===== config.mk =====
export PLATFORM = sky130hd
export DESIGN_NAME = mem_stage_skid_reg_flat
export DESIGN_NICKNAME = d
export VERILOG_FILES = /design/src/rtl/mem_stage_skid_reg_pkg.sv /design/src/rtl/mem_stage_skid_reg_if.sv /design/src/rtl/mem_stage_skid_reg_pipe_skid_buf.sv /design/src/rtl/mem_stage_skid_reg.sv /design/src/flat_wrapper.sv
export SDC_FILE = /design/constraint.sdc
export NUM_CORES = 1
export LEC_CHECK = 0
export CORE_UTILIZATION = 47
export CTS_BUF_LIST = sky130_fd_sc_hd__clkbuf_8
export DETAILED_ROUTE_END_ITERATION = 8
export PLACE_DENSITY = 0.78
export REMOVE_ABC_BUFFERS = 1
export SLEW_MARGIN = 5
export SYNTH_ARGS = -nofsm -noshare
export SYNTH_HDL_FRONTEND = slang
export SYNTH_HIERARCHICAL = 1
export SYNTH_SLANG_ARGS = --single-unit

===== constraint.sdc =====
create_clock -name clk -period 5.13 [get_ports clk]
set_input_delay 1.2825 -clock clk [delete_from_list [all_inputs] [get_ports clk]]
set_output_delay 1.2825 -clock clk [all_outputs]
set_load 0.02 [all_outputs]

===== src/rtl/mem_stage_skid_reg_pkg.sv =====
// Shared ISA constants, default field widths and the exception-source selector
// for the MEM->WB stage register.
package mem_stage_skid_reg_pkg;

    localparam int PC_W_DEF       = 30;
    localparam int DATA_W_DEF     = 32;
    localparam int REG_ADDR_W_DEF = 5;
    localparam int CTRL_OP_W_DEF  = 2;
    localparam int EXP_W_DEF      = 3;
    localparam int CNT_W_DEF      = 16;

    localparam logic [CTRL_OP_W_DEF-1:0] CTRL_OP_NOP = '0;

    typedef enum logic [EXP_W_DEF-1:0] {
        ISA_EXP_NO_EXP     = 3'd0,
        ISA_EXP_MISS_ALIGN = 3'd1,
        ISA_EXP_BUS_ERR    = 3'd2
    } isa_exp_e;

    typedef enum logic [1:0] {
        EXP_SRC_PASS,
        EXP_SRC_MISS_ALIGN,
        EXP_SRC_BUS_ERR
    } exp_src_e;

    // An exception raised by an earlier stage always wins over MEM faults.
    function automatic exp_src_e exp_select(input logic has_in_exp,
                                            input logic miss_align,
                                            input logic bus_err);
        exp_src_e src;
        src = EXP_SRC_PASS;
        if (!has_in_exp) begin
            if (miss_align)   src = EXP_SRC_MISS_ALIGN;
            else if (bus_err) src = EXP_SRC_BUS_ERR;
        end
        return src;
    endfunction

endpackage


===== src/rtl/mem_stage_skid_reg_if.sv =====
// Upstream/downstream handshake bundle of the MEM->WB stage register.
// master = pipeline environment, slave = the stage register itself.
interface mem_stage_skid_reg_if
    import mem_stage_skid_reg_pkg::*;
#(
    parameter int PC_W       = PC_W_DEF,
    parameter int DATA_W     = DATA_W_DEF,
    parameter int REG_ADDR_W = REG_ADDR_W_DEF,
    parameter int CTRL_OP_W  = CTRL_OP_W_DEF,
    parameter int EXP_W      = EXP_W_DEF,
    parameter int CNT_W      = CNT_W_DEF
);
    logic                  flush;

    logic                  in_valid;
    logic                  in_ready;
    logic [PC_W-1:0]       in_pc;
    logic                  in_br_flag;
    logic [CTRL_OP_W-1:0]  in_ctrl_op;
    logic [REG_ADDR_W-1:0] in_dst_addr;
    logic                  in_gpr_we_;
    logic [EXP_W-1:0]      in_exp_code;
    logic [DATA_W-1:0]     in_data;
    logic                  miss_align;
    logic                  bus_err;

    logic                  out_valid;
    logic                  out_ready;
    logic [PC_W-1:0]       out_pc;
    logic                  out_br_flag;
    logic [CTRL_OP_W-1:0]  out_ctrl_op;
    logic [REG_ADDR_W-1:0] out_dst_addr;
    logic                  out_gpr_we_;
    logic [EXP_W-1:0]      out_exp_code;
    logic [DATA_W-1:0]     out_data;

    logic [CNT_W-1:0]      stall_cnt;

    modport master (
        output flush, in_valid, in_pc, in_br_flag, in_ctrl_op, in_dst_addr,
               in_gpr_we_, in_exp_code, in_data, miss_align, bus_err, out_ready,
        input  in_ready, out_valid, out_pc, out_br_flag, out_ctrl_op, out_dst_addr,
               out_gpr_we_, out_exp_code, out_data, stall_cnt
    );

    modport slave (
        input  flush, in_valid, in_pc, in_br_flag, in_ctrl_op, in_dst_addr,
               in_gpr_we_, in_exp_code, in_data, miss_align, bus_err, out_ready,
        output in_ready, out_valid, out_pc, out_br_flag, out_ctrl_op, out_dst_addr,
               out_gpr_we_, out_exp_code, out_data, stall_cnt
    );

endinterface


===== src/rtl/mem_stage_skid_reg_pipe_skid_buf.sv =====
// Generic 2-entry valid/ready skid buffer with registered upstream ready and flush.
module pipe_skid_buf #(
    parameter int               WIDTH     = 8,
    parameter logic [WIDTH-1:0] RESET_VAL = '0
) (
    input  logic             clk,
    input  logic             rst,
    input  logic             i_flush,
    input  logic             i_valid,
    output logic             o_ready,
    input  logic [WIDTH-1:0] i_data,
    output logic             o_valid,
    input  logic             i_ready,
    output logic [WIDTH-1:0] o_data
);
    logic             r_main_v;
    logic             r_skid_v;
    logic             r_in_ready;
    logic [WIDTH-1:0] r_main_d;
    logic [WIDTH-1:0] r_skid_d;

    logic             w_accept;
    logic             w_main_free;

    assign w_accept    = i_valid & r_in_ready;
    assign w_main_free = ~r_main_v | i_ready;

    // Upstream ready tracks ~skid_valid, so an accept can never coincide with a
    // full skid; when main frees up, the skid entry moves forward first.
    always_ff @(posedge clk or posedge rst) begin
        if (rst) begin
            r_main_v   <= 1'b0;
            r_skid_v   <= 1'b0;
            r_in_ready <= 1'b1;
            r_main_d   <= RESET_VAL;
            r_skid_d   <= RESET_VAL;
        end else if (i_flush) begin
            r_main_v   <= 1'b0;
            r_skid_v   <= 1'b0;
            r_in_ready <= 1'b1;
            r_main_d   <= RESET_VAL;
            r_skid_d   <= RESET_VAL;
        end else if (w_main_free) begin
            if (r_skid_v) begin
                r_main_v   <= 1'b1;
                r_main_d   <= r_skid_d;
                r_skid_v   <= 1'b0;
                r_in_ready <= 1'b1;
            end else begin
                r_main_v   <= w_accept;
                r_in_ready <= 1'b1;
                if (w_accept) begin
                    r_main_d <= i_data;
                end
            end
        end else if (w_accept) begin
            r_skid_v   <= 1'b1;
            r_skid_d   <= i_data;
            r_in_ready <= 1'b0;
        end
    end

    assign o_ready = r_in_ready;
    assign o_valid = r_main_v;
    assign o_data  = r_main_d;

endmodule


===== src/rtl/mem_stage_skid_reg.sv =====
// MEM->WB pipeline register: MEM exception injection ahead of a 2-entry skid
// buffer, plus a saturating back-pressure cycle counter.
module mem_stage_skid_reg
    import mem_stage_skid_reg_pkg::*;
#(
    parameter int PC_W       = PC_W_DEF,
    parameter int DATA_W     = DATA_W_DEF,
    parameter int REG_ADDR_W = REG_ADDR_W_DEF,
    parameter int CTRL_OP_W  = CTRL_OP_W_DEF,
    parameter int EXP_W      = EXP_W_DEF,
    parameter int CNT_W      = CNT_W_DEF
) (
    input  logic               clk,
    input  logic               reset,
    mem_stage_skid_reg_if.slave bus
);
    localparam int PAY_W = PC_W + 1 + CTRL_OP_W + REG_ADDR_W + 1 + EXP_W + DATA_W;

    localparam logic [PAY_W-1:0] RST_PAY = {
        PC_W'(0), 1'b0, CTRL_OP_W'(CTRL_OP_NOP), REG_ADDR_W'(0),
        1'b1, EXP_W'(ISA_EXP_NO_EXP), DATA_W'(0)
    };

    exp_src_e              w_exp_src;
    logic [CTRL_OP_W-1:0]  w_ctrl_op;
    logic [REG_ADDR_W-1:0] w_dst_addr;
    logic                  w_gpr_we_;
    logic [EXP_W-1:0]      w_exp_code;
    logic [DATA_W-1:0]     w_data;
    logic [PAY_W-1:0]      w_in_pay;
    logic [PAY_W-1:0]      w_out_pay;
    logic                  w_out_valid;
    logic                  w_in_ready;
    logic [CNT_W-1:0]      r_stall_cnt;

    // An injected exception kills the write-back side effects but keeps pc/br_flag.
    always_comb begin
        w_exp_src  = exp_select(bus.in_exp_code != EXP_W'(ISA_EXP_NO_EXP),
                                bus.miss_align, bus.bus_err);
        w_ctrl_op  = bus.in_ctrl_op;
        w_dst_addr = bus.in_dst_addr;
        w_gpr_we_  = bus.in_gpr_we_;
        w_exp_code = bus.in_exp_code;
        w_data     = bus.in_data;
        if (w_exp_src != EXP_SRC_PASS) begin
            w_ctrl_op  = CTRL_OP_W'(CTRL_OP_NOP);
            w_dst_addr = '0;
            w_gpr_we_  = 1'b1;
            w_data     = '0;
            w_exp_code = (w_exp_src == EXP_SRC_MISS_ALIGN) ? EXP_W'(ISA_EXP_MISS_ALIGN)
                                                           : EXP_W'(ISA_EXP_BUS_ERR);
        end
    end

    assign w_in_pay = {bus.in_pc, bus.in_br_flag, w_ctrl_op, w_dst_addr,
                       w_gpr_we_, w_exp_code, w_data};

    pipe_skid_buf #(
        .WIDTH     (PAY_W),
        .RESET_VAL (RST_PAY)
    ) u_skid (
        .clk     (clk),
        .rst     (reset),
        .i_flush (bus.flush),
        .i_valid (bus.in_valid),
        .o_ready (w_in_ready),
        .i_data  (w_in_pay),
        .o_valid (w_out_valid),
        .i_ready (bus.out_ready),
        .o_data  (w_out_pay)
    );

    assign {bus.out_pc, bus.out_br_flag, bus.out_ctrl_op, bus.out_dst_addr,
            bus.out_gpr_we_, bus.out_exp_code, bus.out_data} = w_out_pay;
    assign bus.out_valid = w_out_valid;
    assign bus.in_ready  = w_in_ready;
    assign bus.stall_cnt = r_stall_cnt;

    always_ff @(posedge clk or posedge reset) begin
        if (reset) begin
            r_stall_cnt <= '0;
        end else if (w_out_valid && !bus.out_ready && !(&r_stall_cnt)) begin
            r_stall_cnt <= r_stall_cnt + CNT_W'(1);
        end
    end

endmodule


===== src/flat_wrapper.sv =====
// flat-port wrapper written by rule: the top's interface ports become plain ports
module mem_stage_skid_reg_flat import mem_stage_skid_reg_pkg::*;
#(
    parameter int PC_W       = PC_W_DEF,
    parameter int DATA_W     = DATA_W_DEF,
    parameter int REG_ADDR_W = REG_ADDR_W_DEF,
    parameter int CTRL_OP_W  = CTRL_OP_W_DEF,
    parameter int EXP_W      = EXP_W_DEF,
    parameter int CNT_W      = CNT_W_DEF
)
  (clk, reset, bus_flush, bus_in_valid, bus_in_pc, bus_in_br_flag, bus_in_ctrl_op, bus_in_dst_addr, bus_in_gpr_we_, bus_in_exp_code, bus_in_data, bus_miss_align, bus_bus_err, bus_out_ready, bus_in_ready, bus_out_valid, bus_out_pc, bus_out_br_flag, bus_out_ctrl_op, bus_out_dst_addr, bus_out_gpr_we_, bus_out_exp_code, bus_out_data, bus_stall_cnt);
  mem_stage_skid_reg_if #(.PC_W(PC_W), .DATA_W(DATA_W), .REG_ADDR_W(REG_ADDR_W), .CTRL_OP_W(CTRL_OP_W), .EXP_W(EXP_W), .CNT_W(CNT_W)) bus_i ();
  input  logic clk;
  input  logic reset;
  input wire logic [$bits(bus_i.flush)-1:0] bus_flush;
  input wire logic [$bits(bus_i.in_valid)-1:0] bus_in_valid;
  input wire logic [$bits(bus_i.in_pc)-1:0] bus_in_pc;
  input wire logic [$bits(bus_i.in_br_flag)-1:0] bus_in_br_flag;
  input wire logic [$bits(bus_i.in_ctrl_op)-1:0] bus_in_ctrl_op;
  input wire logic [$bits(bus_i.in_dst_addr)-1:0] bus_in_dst_addr;
  input wire logic [$bits(bus_i.in_gpr_we_)-1:0] bus_in_gpr_we_;
  input wire logic [$bits(bus_i.in_exp_code)-1:0] bus_in_exp_code;
  input wire logic [$bits(bus_i.in_data)-1:0] bus_in_data;
  input wire logic [$bits(bus_i.miss_align)-1:0] bus_miss_align;
  input wire logic [$bits(bus_i.bus_err)-1:0] bus_bus_err;
  input wire logic [$bits(bus_i.out_ready)-1:0] bus_out_ready;
  output wire logic [$bits(bus_i.in_ready)-1:0] bus_in_ready;
  output wire logic [$bits(bus_i.out_valid)-1:0] bus_out_valid;
  output wire logic [$bits(bus_i.out_pc)-1:0] bus_out_pc;
  output wire logic [$bits(bus_i.out_br_flag)-1:0] bus_out_br_flag;
  output wire logic [$bits(bus_i.out_ctrl_op)-1:0] bus_out_ctrl_op;
  output wire logic [$bits(bus_i.out_dst_addr)-1:0] bus_out_dst_addr;
  output wire logic [$bits(bus_i.out_gpr_we_)-1:0] bus_out_gpr_we_;
  output wire logic [$bits(bus_i.out_exp_code)-1:0] bus_out_exp_code;
  output wire logic [$bits(bus_i.out_data)-1:0] bus_out_data;
  output wire logic [$bits(bus_i.stall_cnt)-1:0] bus_stall_cnt;
  assign bus_i.flush = bus_flush;
  assign bus_i.in_valid = bus_in_valid;
  assign bus_i.in_pc = bus_in_pc;
  assign bus_i.in_br_flag = bus_in_br_flag;
  assign bus_i.in_ctrl_op = bus_in_ctrl_op;
  assign bus_i.in_dst_addr = bus_in_dst_addr;
  assign bus_i.in_gpr_we_ = bus_in_gpr_we_;
  assign bus_i.in_exp_code = bus_in_exp_code;
  assign bus_i.in_data = bus_in_data;
  assign bus_i.miss_align = bus_miss_align;
  assign bus_i.bus_err = bus_bus_err;
  assign bus_i.out_ready = bus_out_ready;
  assign bus_in_ready = bus_i.in_ready;
  assign bus_out_valid = bus_i.out_valid;
  assign bus_out_pc = bus_i.out_pc;
  assign bus_out_br_flag = bus_i.out_br_flag;
  assign bus_out_ctrl_op = bus_i.out_ctrl_op;
  assign bus_out_dst_addr = bus_i.out_dst_addr;
  assign bus_out_gpr_we_ = bus_i.out_gpr_we_;
  assign bus_out_exp_code = bus_i.out_exp_code;
  assign bus_out_data = bus_i.out_data;
  assign bus_stall_cnt = bus_i.stall_cnt;
  mem_stage_skid_reg #(.PC_W(PC_W), .DATA_W(DATA_W), .REG_ADDR_W(REG_ADDR_W), .CTRL_OP_W(CTRL_OP_W), .EXP_W(EXP_W), .CNT_W(CNT_W)) u_core (.clk(clk), .reset(reset), .bus(bus_i));
endmodule

# Word level (Yosys, flattened, before mapping)
# Cells that the tools add are included.
# Widths: inputs -> output; s select.
# word_totals
mem_bits_ro,0
ff_bits,167
latchBits,0
input_bits,81
mem_count,0
ramBits,0
# classes
n_div,0
add_sub_neg,1
n_bitwise,3
mul,0
order_cmp,0
shifts,0
reduce_logical,13
eq_ne,2
n_mux,24
# op_table
op,count
$mux 74,6
$mux 32,1
$add 16x1->16 const B,1
$reduce_and 16->1,1
$mux 1,10
$mux 2,5
$reduce_bool 3->1,3
$reduce_bool 2->1,3
$mux 5,1
$reduce_and 2->1,2
$mux 3,1
$eq 2x1->1 const B,1
$logic_and 1x1->1,2
$logic_not 1->1,2
$ne 2x2->1 const B,1
$and 1x1->1,1
$not 1->1,1
$or 1x1->1,1

# Depth between registers and ports, before layout
# Gate-level depths: netlist of the first run.
# depth
word_depth,10
ltp_mapped,7
mapped_depth_nobuf,6

# Hierarchy
# The synthesis of the first run kept the hierarchy.
# by_module_without_submodules
module,n_inst,area_per_inst_um2,cells_each,seq_area_each_um2
pipe_skid_buf,1,6597.6,432,3782.4
mem_stage_skid_reg,1,1141.1,131,400.4

# Worst setup path after synthesis of the first run
# OpenSTA, ideal clock, no wires.
# synth_path
path_type,input port to flip-flop
start,in bus_out_ready
end,"reg u_core.r_stall_cnt[12], in the netlist u_core/bus.stall_cnt[12]"
arrival_ns,2.296
setup_time_ns,0.124
path_buffers,0
setup_slack_ns,2.710
path_stages,4
cell_sequence,nor2b_1 > nand2_1 > or4_2 > mux2i_1
# synth_between
elab_chain_len,3
# synth_rtl
item,line_no,source
"start, declared",flat_wrapper.sv:26,input wire logic [$bits(bus_i.out_ready)-1:0] bus_out_ready;
$logic_not 1->1,mem_stage_skid_reg.sv:82,end else if (w_out_valid && !bus.out_ready && !(&r_stall_cnt)) begin
$logic_and 1x1->1 (2 in series),mem_stage_skid_reg.sv:82,
"end signal, assigned",mem_stage_skid_reg.sv:83,r_stall_cnt <= r_stall_cnt + CNT_W'(1);
"end, declared",mem_stage_skid_reg.sv:34,logic [CNT_W-1:0] r_stall_cnt;
# No other way between the ends.
# A chain may end at the register's enable or synchronous reset.

# Final worst setup path of the first run
# layout_path
start,"reg u_core.u_skid.r_in_ready, in the netlist u_core/u_skid/o_ready"
end,out bus_in_ready
# layout_rtl
item,line_no,source
"start, declared",mem_stage_skid_reg_pipe_skid_buf.sv:18,logic r_in_ready;
"start signal, assigned",mem_stage_skid_reg_pipe_skid_buf.sv:34,r_in_ready <= 1'b1;
"start signal, assigned",mem_stage_skid_reg_pipe_skid_buf.sv:40,r_in_ready <= 1'b1;
"start signal, assigned",mem_stage_skid_reg_pipe_skid_buf.sv:48,r_in_ready <= 1'b1;
"end, declared",flat_wrapper.sv:27,output wire logic [$bits(bus_i.in_ready)-1:0] bus_in_ready;
# No word-level cell between the ends.

==> results of run 1 <==
worst register-to-register path: cells and delay by family, from the launching register on:
kind                   cells  cell delay [ps]
AOI/OAI and AO/OA          1               90
buffers and inverters      1              840
DFF                        1              690
muxes                      1              400
worst max path at each step:
stage | cells after the start | slack (ps) | start | endpoint
after floorplan | 1 | -210 | reset | u_core/u_skid/o_data[0]
after global placement | 5 | 1850 | bus_out_ready | u_core/u_skid/o_data[25]
after detailed placement | 5 | 1780 | bus_out_ready | u_core/u_skid/o_data[61]
after CTS | 1 | 2150 | u_core/u_skid/o_ready | bus_in_ready
after global routing | 1 | 2110 | u_core/u_skid/o_ready | bus_in_ready
final | 1 | 2180 | u_core/u_skid/o_ready | bus_in_ready
cell usage after synthesis (2+ instances only):
cell	instances	area, um2
nand3_1	6	30.0
a22o_1	72	631
inv_1	8	30.0
o2bb2ai_2	60	901
nand4_1	5	31.3
dfrtp_1	164	4100
mux2i_1	74	741
buf_2	23	115
clkbuf_1	7	26.3
nand4b_1	2	17.5
nor2_1	7	26.3
nand2b_1	2	12.5
nor4_1	2	12.5
and2_1	41	257
and3_1	3	18.8
nor3_1	3	15.0
a21oi_1	5	25.0
mux2_2	3	33.8
buf_6	15	169
buf_4	2	15.0
xnor2_1	8	70.1
dfstp_2	3	78.8
o21ai_0	5	25.0
nand2_1	8	30.0
o2bb2ai_1	13	114
nor2b_1	2	12.5
state kept, by name, summed over array words and instances, names as in the netlist:
name                    cells
u_core/u_skid/o_ready       1
u_core/u_skid/r_skid_v      1
u_core/u_skid/r_skid_d     74
u_core/bus.stall_cnt       16
u_core/u_skid/o_data       74
u_core/u_skid/o_valid       1
report_power, final:
part	switching [uW]	internal (uW)	total (uW)
logic	271	252	524
clock network	446	343	789
registers	74.6	1390	1460
through the flow:
stage	std cells	setup slack, ps	total power, uW	setup TNS (ps)
after floorplan	516	-212	1750	-31420
after global placement	914	1850	2000	0
after detailed placement	914	1780	2010	0
after CTS	946	2150	2810	0
after global routing	946	2110	2910	0
final	946	2180	2780	0
cells by family after synthesis:
kind of cell | share of synthesized area
AND/OR/NAND/NOR | 0.0721
flip-flops | 0.541
multiplexers | 0.102
buffers and inverters | 0.0459
AO/OA/AOI/OAI | 0.228
XOR/XNOR | 0.0102
adder cells (fa/ha/maj) | 0.00162
cell usage in the layout (no fill, tap or decap), types with 3 or more instances in the layout:
cell	synthesis	routed
a21oi_1	5	5
a22o_1	72	72
and2_1	41	41
and3_1	3	3
buf_4	2	10
clkbuf_8	0	19
clkdlybuf4s50_1	0	172
clkinv_2	0	3
dfrtp_1	164	163
dfstp_2	3	3
inv_1	8	16
mux2_2	3	3
mux2i_1	74	74
nand2_1	8	8
nand3_1	6	6
nand4_1	5	5
nor2_1	7	7
nor3_1	3	3
o21ai_0	5	4
o2bb2ai_1	13	13
o2bb2ai_2	60	60
xnor2_1	8	8
routing by layer:
layer  up-vias  GRT usage  routed length, um
met5         -          0                  0
met4         0     0.0711                245
met3        21     0.0451                879
met2       159      0.353               8730
met1      2709      0.320               8580
li1       2421          -                  -
layout make-up:
| type | instances | area, um2 |
|---|---|---|
| multi-input cells | 341 | 3230 |
| clock inverters | 13 | 57.6 |
| well taps | 216 | 270 |
| inverters | 8 | 35.0 |
| repair buffers | 182 | 1800 |
| clock buffers | 19 | 262 |
| fillers | 1262 | 6160 |
| flip-flops and latches | 167 | 4190 |
==> impl_results.md, run 1 <==
* Outcome: completed
* WL final at 18400 um
* Unrepaired setup endpoints after global routing: false
* Initial antenna violation count at 0
* Share of layout cells above drive strength 1 at 0.158
* Iter 0 DRT Violations at 320
* Synthesized area at 7740 um2
* Fin crit share at 0.575
* Hold Crit Start: u_core/u_skid/o_data[35]
* Final setup violation count at 0
* Leak at 0.00411 uW
* Ys Warns at 6
* FP Rows at 46
* Detail Route Antenna Nets at 0
* DRC Markers at 0
* Hold Crit Endpoint: u_core/u_skid/o_data[35]
* Pwr/cell area at 282 nW/um2
* Slew Limit Fails at 0
* Root Driver: clkbuf_8
* Cell depth of the worst flop-to-flop path at 3
* Detailed Place HPWL at 11500 um
* Reg2Reg Launch Point: u_core/u_skid/r_skid_v
* Clock Latency Late Sink at 440 ps
* Number of flops mapped to enable cells by yosys at 0
* Crit-path leading delay family: buffers and inverters
* Ant diodes at 0
* Slew headroom at 0.337
* Crit path time final at 2950 ps
* Post-DP Area at 9520 um2
* Synth async-reset ratio at 1.00
* Peak supply drop at 151 uV
* Worst min-delay path class: reg -> reg
* Deepest clock path buffer count at 2
* Maximum clock rate at 339 MHz
* Final Skew at 9.34 ps
* First-pass GRT wire length at 29500 um
* FF-to-FF setup slack at 2990 ps
* Grt ovf at 0
* Post-cts resize count at 0
* Slowest stage delay, CP at 630 ps
* Buffer and inverter count on the worst path at 1
* Worst Path Required at 3850 ps
* Cells after synthesis at 563
* # Max-Cap Violations at 0
* PortBufs at 172
* Distinct cells, synth at 46
* Final core occ at 0.615
* Hold Violations, Final at 0
* # IOs at 173
* Core ar. at 16000 um2
* Die area at 17000 um2
* Reg2Reg Capture Point: u_core/u_skid/o_data[10]
* Worst slew pin tran at 994 ps
* Vias at 5310
* Setup Fix Bufs, Post-CTS at 0
* Largest net degree at the start of global routing at 102
* Iteration count of the initial detailed-routing pass at 6
* Crit path capture type: output port
* CTS H-tree lvls at 4
* Slowest stage cell, crit path: clkdlybuf4s50_1
* Vias/cell at 5.61
* GRT Overall Usage at 0.227
* Number of global-route vias before repair at 5597
* Clock transition at path regs at 80 ps
* Yosys reg bits at 167
* Final instance area at 9840 um2
* WHS Path Cells at 2
* Critical-path cell list: clkdlybuf4s50_1
* Clock sink count at 167
* CTS tree: done
* Fin nets at 799
* CP Class: reg -> out
* WL per Instance at 19.5 um
* Initial Utilization at 0.484
* Die Wd at 130 um
* Hold_buf cts at 0
* Primary FF master, synth: dfrtp_1
* Crit path arrival time at 1670 ps
* WHS at 462 ps
* Area grow syn2layout at 27.1%
* Gp weighted congestion at 0.841
* Syn Area/Cell at 13.7 um2
* DIE HEIGHT at 130 um
* Seq/Total Area, Yosys at 0.541
* Startpoint Class: flip-flop
* Max Fanout on Critical Path at 5
* CTS Buf Count at 17
Note: power is estimated with default switching activity, not from simulation.
==> inputs of run 2 (changes only) <==
- CORE_UTILIZATION: 47 -> 52
- PLACE_DENSITY: 0.78 -> 0.82
- clock period: 5.13 -> 3 ns (I/O delays scaled with it)
==> run 2 against run 1 <==
Sequential share of layout area is 1.1 points lower; flip-flop and latch count stayed put; setup slack worse by 1600 ps; non-clock buffer count is 2 higher; first-iteration DRC count is 12% higher; combinational power is 73% higher; wire length is 2.9% lower; core utilization is 8.0 points higher; total power is 97% higher; sequential power is 71% higher.
==> impl_results.md, run 2 (same netlist as run 1, synthesis figures left out) <==
* PortBufs at 172 (unchanged)
* Vias/cell at 5.79 (+3.2%)
* Startpoint Class: flip-flop
* CTS tree: done
* Final Skew at 7.40 ps (-1.94 ps)
* WHS at 476 ps (+13.8 ps)
* Crit path time final at 2430 ps
* Leak at 0.00420 uW (+2.4%)
* Crit-path leading delay family: buffers and inverters
* Internal Pwr Total at 4080 uW (+110%)
* DRC Markers at 0 (unchanged)
* Die area at 15400 um2 (-9.5%)
* Hold_buf cts at 0 (unchanged)
* Worst Path Required at 2250 ps (-1600 ps)
* Grt ovf at 0 (unchanged)
* Crit path arrival time at 1680 ps (about the same)
* Cell depth of the worst flop-to-flop path at 4 (+1)
* Commonest non-fill, non-tap cell in the layout: clkdlybuf4s50_1
* Initial antenna violation count at 0 (unchanged)
* Most frequent cells in the layout: 172 x clkdlybuf4s50_1, 163 x dfrtp_1, 74 x mux2i_1, 72 x a22o_1, 60 x o2bb2ai_2
* Deepest clock path buffer count at 2 (unchanged)
* Seq pwr share at 0.457 (-0.070)
* CP Class: reg -> out
* Clock transition at path regs at 80 ps (about the same)
* DIE HEIGHT at 124 um (-4.9%)
* Hold Violations, Final at 0 (unchanged)
* WHS Path Cells at 2 (unchanged)
* First-pass GRT wire length at 28100 um (-4.5%)
* Share of layout cells above drive strength 1 at 0.172 (+0.0146)
* Outcome: completed
* Initial Utilization at 0.532 (+0.0488)
* Post-DP Area at 9570 um2 (+0.53%)
* Crit path capture type: output port
* Setup Fix Bufs, Post-CTS at 0 (unchanged)
* Iter 0 DRT Violations at 358 (+12%)
* Post-cts resize count at 0 (unchanged)
* Iteration count of the initial detailed-routing pass at 4 (-2)
* Clock share of power at 0.378 (+0.094)
* Fin crit share at 0.809
* Largest net degree at the start of global routing at 75 (-26%)
* FP Rows at 44 (-4.3%)
* Pwr/cell area at 542 nW/um2 (+92%)
* Peak supply drop at 366 uV (+140%)
* Gp weighted congestion at 0.841 (about the same)
* Worst path depth at 1 (unchanged)
* Slew headroom at 0.576 (+0.239)
* Slowest stage delay, CP at 620 ps (about the same)
* WL per Instance at 19.5 um (+0.28%)
* WL final at 17900 um (-2.9%)
* GRT Overall Usage at 0.240 (+0.0134)
* Detail Route Antenna Nets at 0 (unchanged)
* Fin nets at 801 (+0.25%)
* Clock Latency Late Sink at 450 ps (about the same)
* Critical-path cell list: clkdlybuf4s50_1
* Ant diodes at 0 (unchanged)
* Die Wd at 124 um (-4.9%)
* Clock sink count at 167 (unchanged)
* Vias at 5307 (-0.056%)
* NetSw at 1390 uW (+76%)
* Area grow syn2layout at 30.4%
* Final Power at 5470 uW (+97%)
* Combinational power share at 0.165 (-0.024)
* Max Fanout on Critical Path at 5 (unchanged)
* Detailed Place HPWL at 11400 um (-0.98%)
* Worst slew pin tran at 636 ps (-358 ps)
* # IOs at 173 (unchanged)
* Slowest stage cell, crit path: clkdlybuf4s50_1
* Worst min-delay path class: reg -> reg
* Slew Limit Fails at 0 (unchanged)
* Final setup violation count at 0 (unchanged)
* Root Driver: clkbuf_8
* # Max-Cap Violations at 0 (unchanged)
* Maximum clock rate at 412 MHz
* Sw frac at 0.255 (-0.0304)
* Final instance area at 10100 um2 (+2.6%)
* Unrepaired setup endpoints after global routing: false
* Number of global-route vias before repair at 5450 (-2.6%)
* Buffer and inverter count on the worst path at 1 (unchanged)
* CTS H-tree lvls at 4 (unchanged)
* Core ar. at 14500 um2 (-9.2%)
* CTS Buf Count at 17 (unchanged)
[run 2: cell count changes in the layout (fill, tap and decap cells not counted), sizes merged]
cell      previous run  this run
bufinv               0         8
inv                 17         8
buf                 10        12
clkinvlp             0         1
clkinv               4         5
clkbuf              19        18
[run 2: area by class of cell]
class / count / area, um2
Fill cell: 1026 / 4440
Inverter: 8 / 35.0
Timing Repair Buffer: 184 / 1890
Sequential cell: 167 / 4190
Multi-Input combinational cell: 341 / 3230
Clock buffer: 18 / 248
Tap cell: 184 / 230
Clock inverter: 14 / 277
[run 2: per-layer routing]
layer  vias to the layer above  routed length (um)  global-route usage
met1                      2696                7780               0.314
met2                       154                8890               0.389
met5                         -                   0                   0
li1                       2422                   -                   -
met4                         0                 406               0.101
met3                        35                 819              0.0499
[run 2: power groups by stage]
stage                     Sequential [uW]  Combinational, uW  Clock [uW]
after global placement               2530                891           0
after floorplan                      2650                347           0
after CTS                            2500                915        2100
final                                2500                906        2070
after global routing                 2520                970        2200
after detailed placement             2540                910           0
[run 2: path summary, 6_finish.rpt]
check | from | endpoint | slack, ps
max | u_core/u_skid/o_ready | bus_in_ready | 570
min | u_core/u_skid/o_data[35] | u_core/u_skid/o_data[35] | 480
max reg2reg | u_core/u_skid/r_skid_v | u_core/u_skid/o_data[64] | 1060
min reg2reg | u_core/u_skid/o_data[35] | u_core/u_skid/o_data[35] | 480
max in group asynchronous | reset | u_core/u_skid/r_skid_d[4] | 1620
min in group asynchronous | reset | u_core/u_skid/o_data[32] | 730
[run 2: metrics by stage]
step | setup WS [ps] | TNS, ps | instances | utilization
after CTS | 539 | 0 | 916 | 0.694
after global routing | 514 | 0 | 916 | 0.694
after floorplan | -1810 | -474580 | 516 | -
final | 574 | 0 | 916 | 0.694
after detailed placement | 486 | 0 | 884 | 0.658
after global placement | 547 | 0 | 884 | 0.658
==> inputs of run 3 (changes only) <==
- clock period: 3 -> 2.4 ns (I/O delays scaled with it)
==> run 3 against run 2 <==
First-iteration DRC count decreased by 19%; via count increased by 0.62%; clock-buffer cell count increased by 6; clock skew increased by 5.4 ps; sequential share of layout area decreased by 0.25 points; total power increased by 19%; register-to-register slack got worse by 540 ps; cell count increased by 0.66%; critical path depth unchanged; setup slack got worse by 450 ps; non-clock buffer count increased by 7; critical path type unchanged; highest routed layer unchanged.
==> impl_results.md, run 3 (same netlist as run 1, synthesis figures left out) <==
* Crit-path leading delay family: buffers and inverters
* Iteration count of the initial detailed-routing pass at 4 (unchanged)
* Die Wd at 124 um (unchanged)
* Final core occ at 0.699 (+0.00422)
* Die area at 15400 um2 (unchanged)
* Clock transition at path regs at 80 ps (about the same)
* DIE HEIGHT at 124 um (unchanged)
* Startpoint Class: flip-flop
* Vias/cell at 5.79 (about the same)
* Slowest stage cell, crit path: clkdlybuf4s50_1
* Vias at 5340 (+0.62%)
* Commonest non-fill, non-tap cell in the layout: clkdlybuf4s50_1
* GRT Overall Usage at 0.244 (+0.00413)
* Grt ovf at 0 (unchanged)
* Clock Latency Late Sink at 450 ps (about the same)
* Iter 0 DRT Violations at 291 (-19%)
* Worst slew pin tran at 598 ps (-38.4 ps)
* CTS H-tree lvls at 4 (unchanged)
* Final Skew at 12.8 ps (+5.41 ps)
* Initial Utilization at 0.532 (unchanged)
* Initial antenna violation count at 0 (unchanged)
* DRC Markers at 0 (unchanged)
* FP Rows at 44 (unchanged)
* Setup Fix Bufs, Post-CTS at 0 (unchanged)
* Detailed Place HPWL at 11900 um (+5.0%)
* Most frequent cells in the layout: 172 x clkdlybuf4s50_1, 163 x dfrtp_1, 74 x mux2i_1, 72 x a22o_1, 60 x o2bb2ai_2
* Crit path time final at 2280 ps
* Gp weighted congestion at 0.820 (-2.5%)
* First-pass GRT wire length at 28600 um (+1.7%)
* WL per Instance at 20.0 um (+2.4%)
* Outcome: completed
* Slew Limit Fails at 0 (unchanged)
* PortBufs at 172 (unchanged)
* Critical-path cell list: clkdlybuf4s50_1
* Final setup violation count at 0 (unchanged)
* Largest net degree at the start of global routing at 64 (-15%)
* Peak supply drop at 365 uV (-0.33%)
* # IOs at 173 (unchanged)
* Max Fanout on Critical Path at 5 (unchanged)
* Area grow syn2layout at 31.2%
* CTS tree: done
* Worst min-delay path class: reg -> reg
* Buffer and inverter count on the worst path at 1 (unchanged)
* Clock sink count at 167 (unchanged)
* Number of global-route vias before repair at 5538 (+1.6%)
* Fin nets at 808 (+0.87%)
* Slowest stage delay, CP at 640 ps (+20 ps)
* Share of layout cells above drive strength 1 at 0.178 (+0.00538)
* Leak at 0.00423 uW (+0.74%)
* Crit path capture type: output port
* Maximum clock rate at 439 MHz
* Slew headroom at 0.601 (+0.0251)
* Deepest clock path buffer count at 2 (unchanged)
* Core ar. at 14500 um2 (unchanged)
* Detail Route Antenna Nets at 0 (unchanged)
* Unrepaired setup endpoints after global routing: false
* Hold_buf cts at 0 (unchanged)
* Pwr/cell area at 639 nW/um2 (+18%)
* Worst Setup Slack, final at 121 ps (-453 ps)
* Fin crit share at 0.949
* Post-cts resize count at 0 (unchanged)
* Worst Path Required at 1800 ps (-450 ps)
* Ant diodes at 0 (unchanged)
* Setup WS pre-CTS at 123 ps (-363 ps)
* CP Class: reg -> out
* CTS Buf Count at 17 (unchanged)
* Root Driver: clkbuf_8
* # Max-Cap Violations at 0 (unchanged)
* Crit path arrival time at 1680 ps (about the same)
* WL final at 18500 um (+3.1%)
* Hold Violations, Final at 0 (unchanged)
run 3: where the power goes:
group          leakage [uW]  switching [uW]  internal, uW
clock              0.000228             980          1220
combinational       0.00175             592           577
sequential          0.00226             155          2970
run 3: final timing paths:
kind	from	slack (ps)	cells after the start	endpoint
hold reg to reg	u_core/u_skid/o_data[35]	460	2	u_core/u_skid/o_data[35]
setup / recovery	u_core/u_skid/o_ready	120	1	bus_in_ready
min in group asynchronous	reset	580	2	u_core/u_skid/r_skid_d[0]
setup reg to reg	u_core/bus.stall_cnt[4]	520	4	u_core/bus.stall_cnt[1]
hold / removal	u_core/u_skid/o_data[35]	460	2	u_core/u_skid/o_data[35]
max in group asynchronous	reset	1260	3	u_core/u_skid/o_data[69]
run 3: through the flow:
stage	area [um2]	cells	hold WS, ps	power (uW)	TNS [ps]
floorplan	7410	516	453	3740	-621020
global placement	9710	891	449	4310	0
detailed placement	9710	891	450	4350	0
CTS	10200	922	463	6540	0
global route	10200	922	490	6760	0
finish	10200	922	459	6490	0
run 3: layer usage:
metal | wire length (um) | GRT usage | vias to the layer above
li1 | - | - | 2433
met3 | 927 | 0.0591 | 26
met5 | 0 | 0 | -
met2 | 9140 | 0.402 | 154
met1 | 8030 | 0.314 | 2727
met4 | 358 | 0.0900 | 0
run 3: layout make-up:
cell class	instances	area [um2]
clock buffer	24	330
sequential	167	4190
inverter	8	35.0
multi-input combinational	341	3230
tap	184	230
timing repair buffer	191	2030
clock inverter	7	115
fill	1013	4380
run 3: worst min-delay path, stage by stage (launching register included):
cell and delay, ps:
dfstp_2 370, inv_1 40, a2bb2oi_1 50
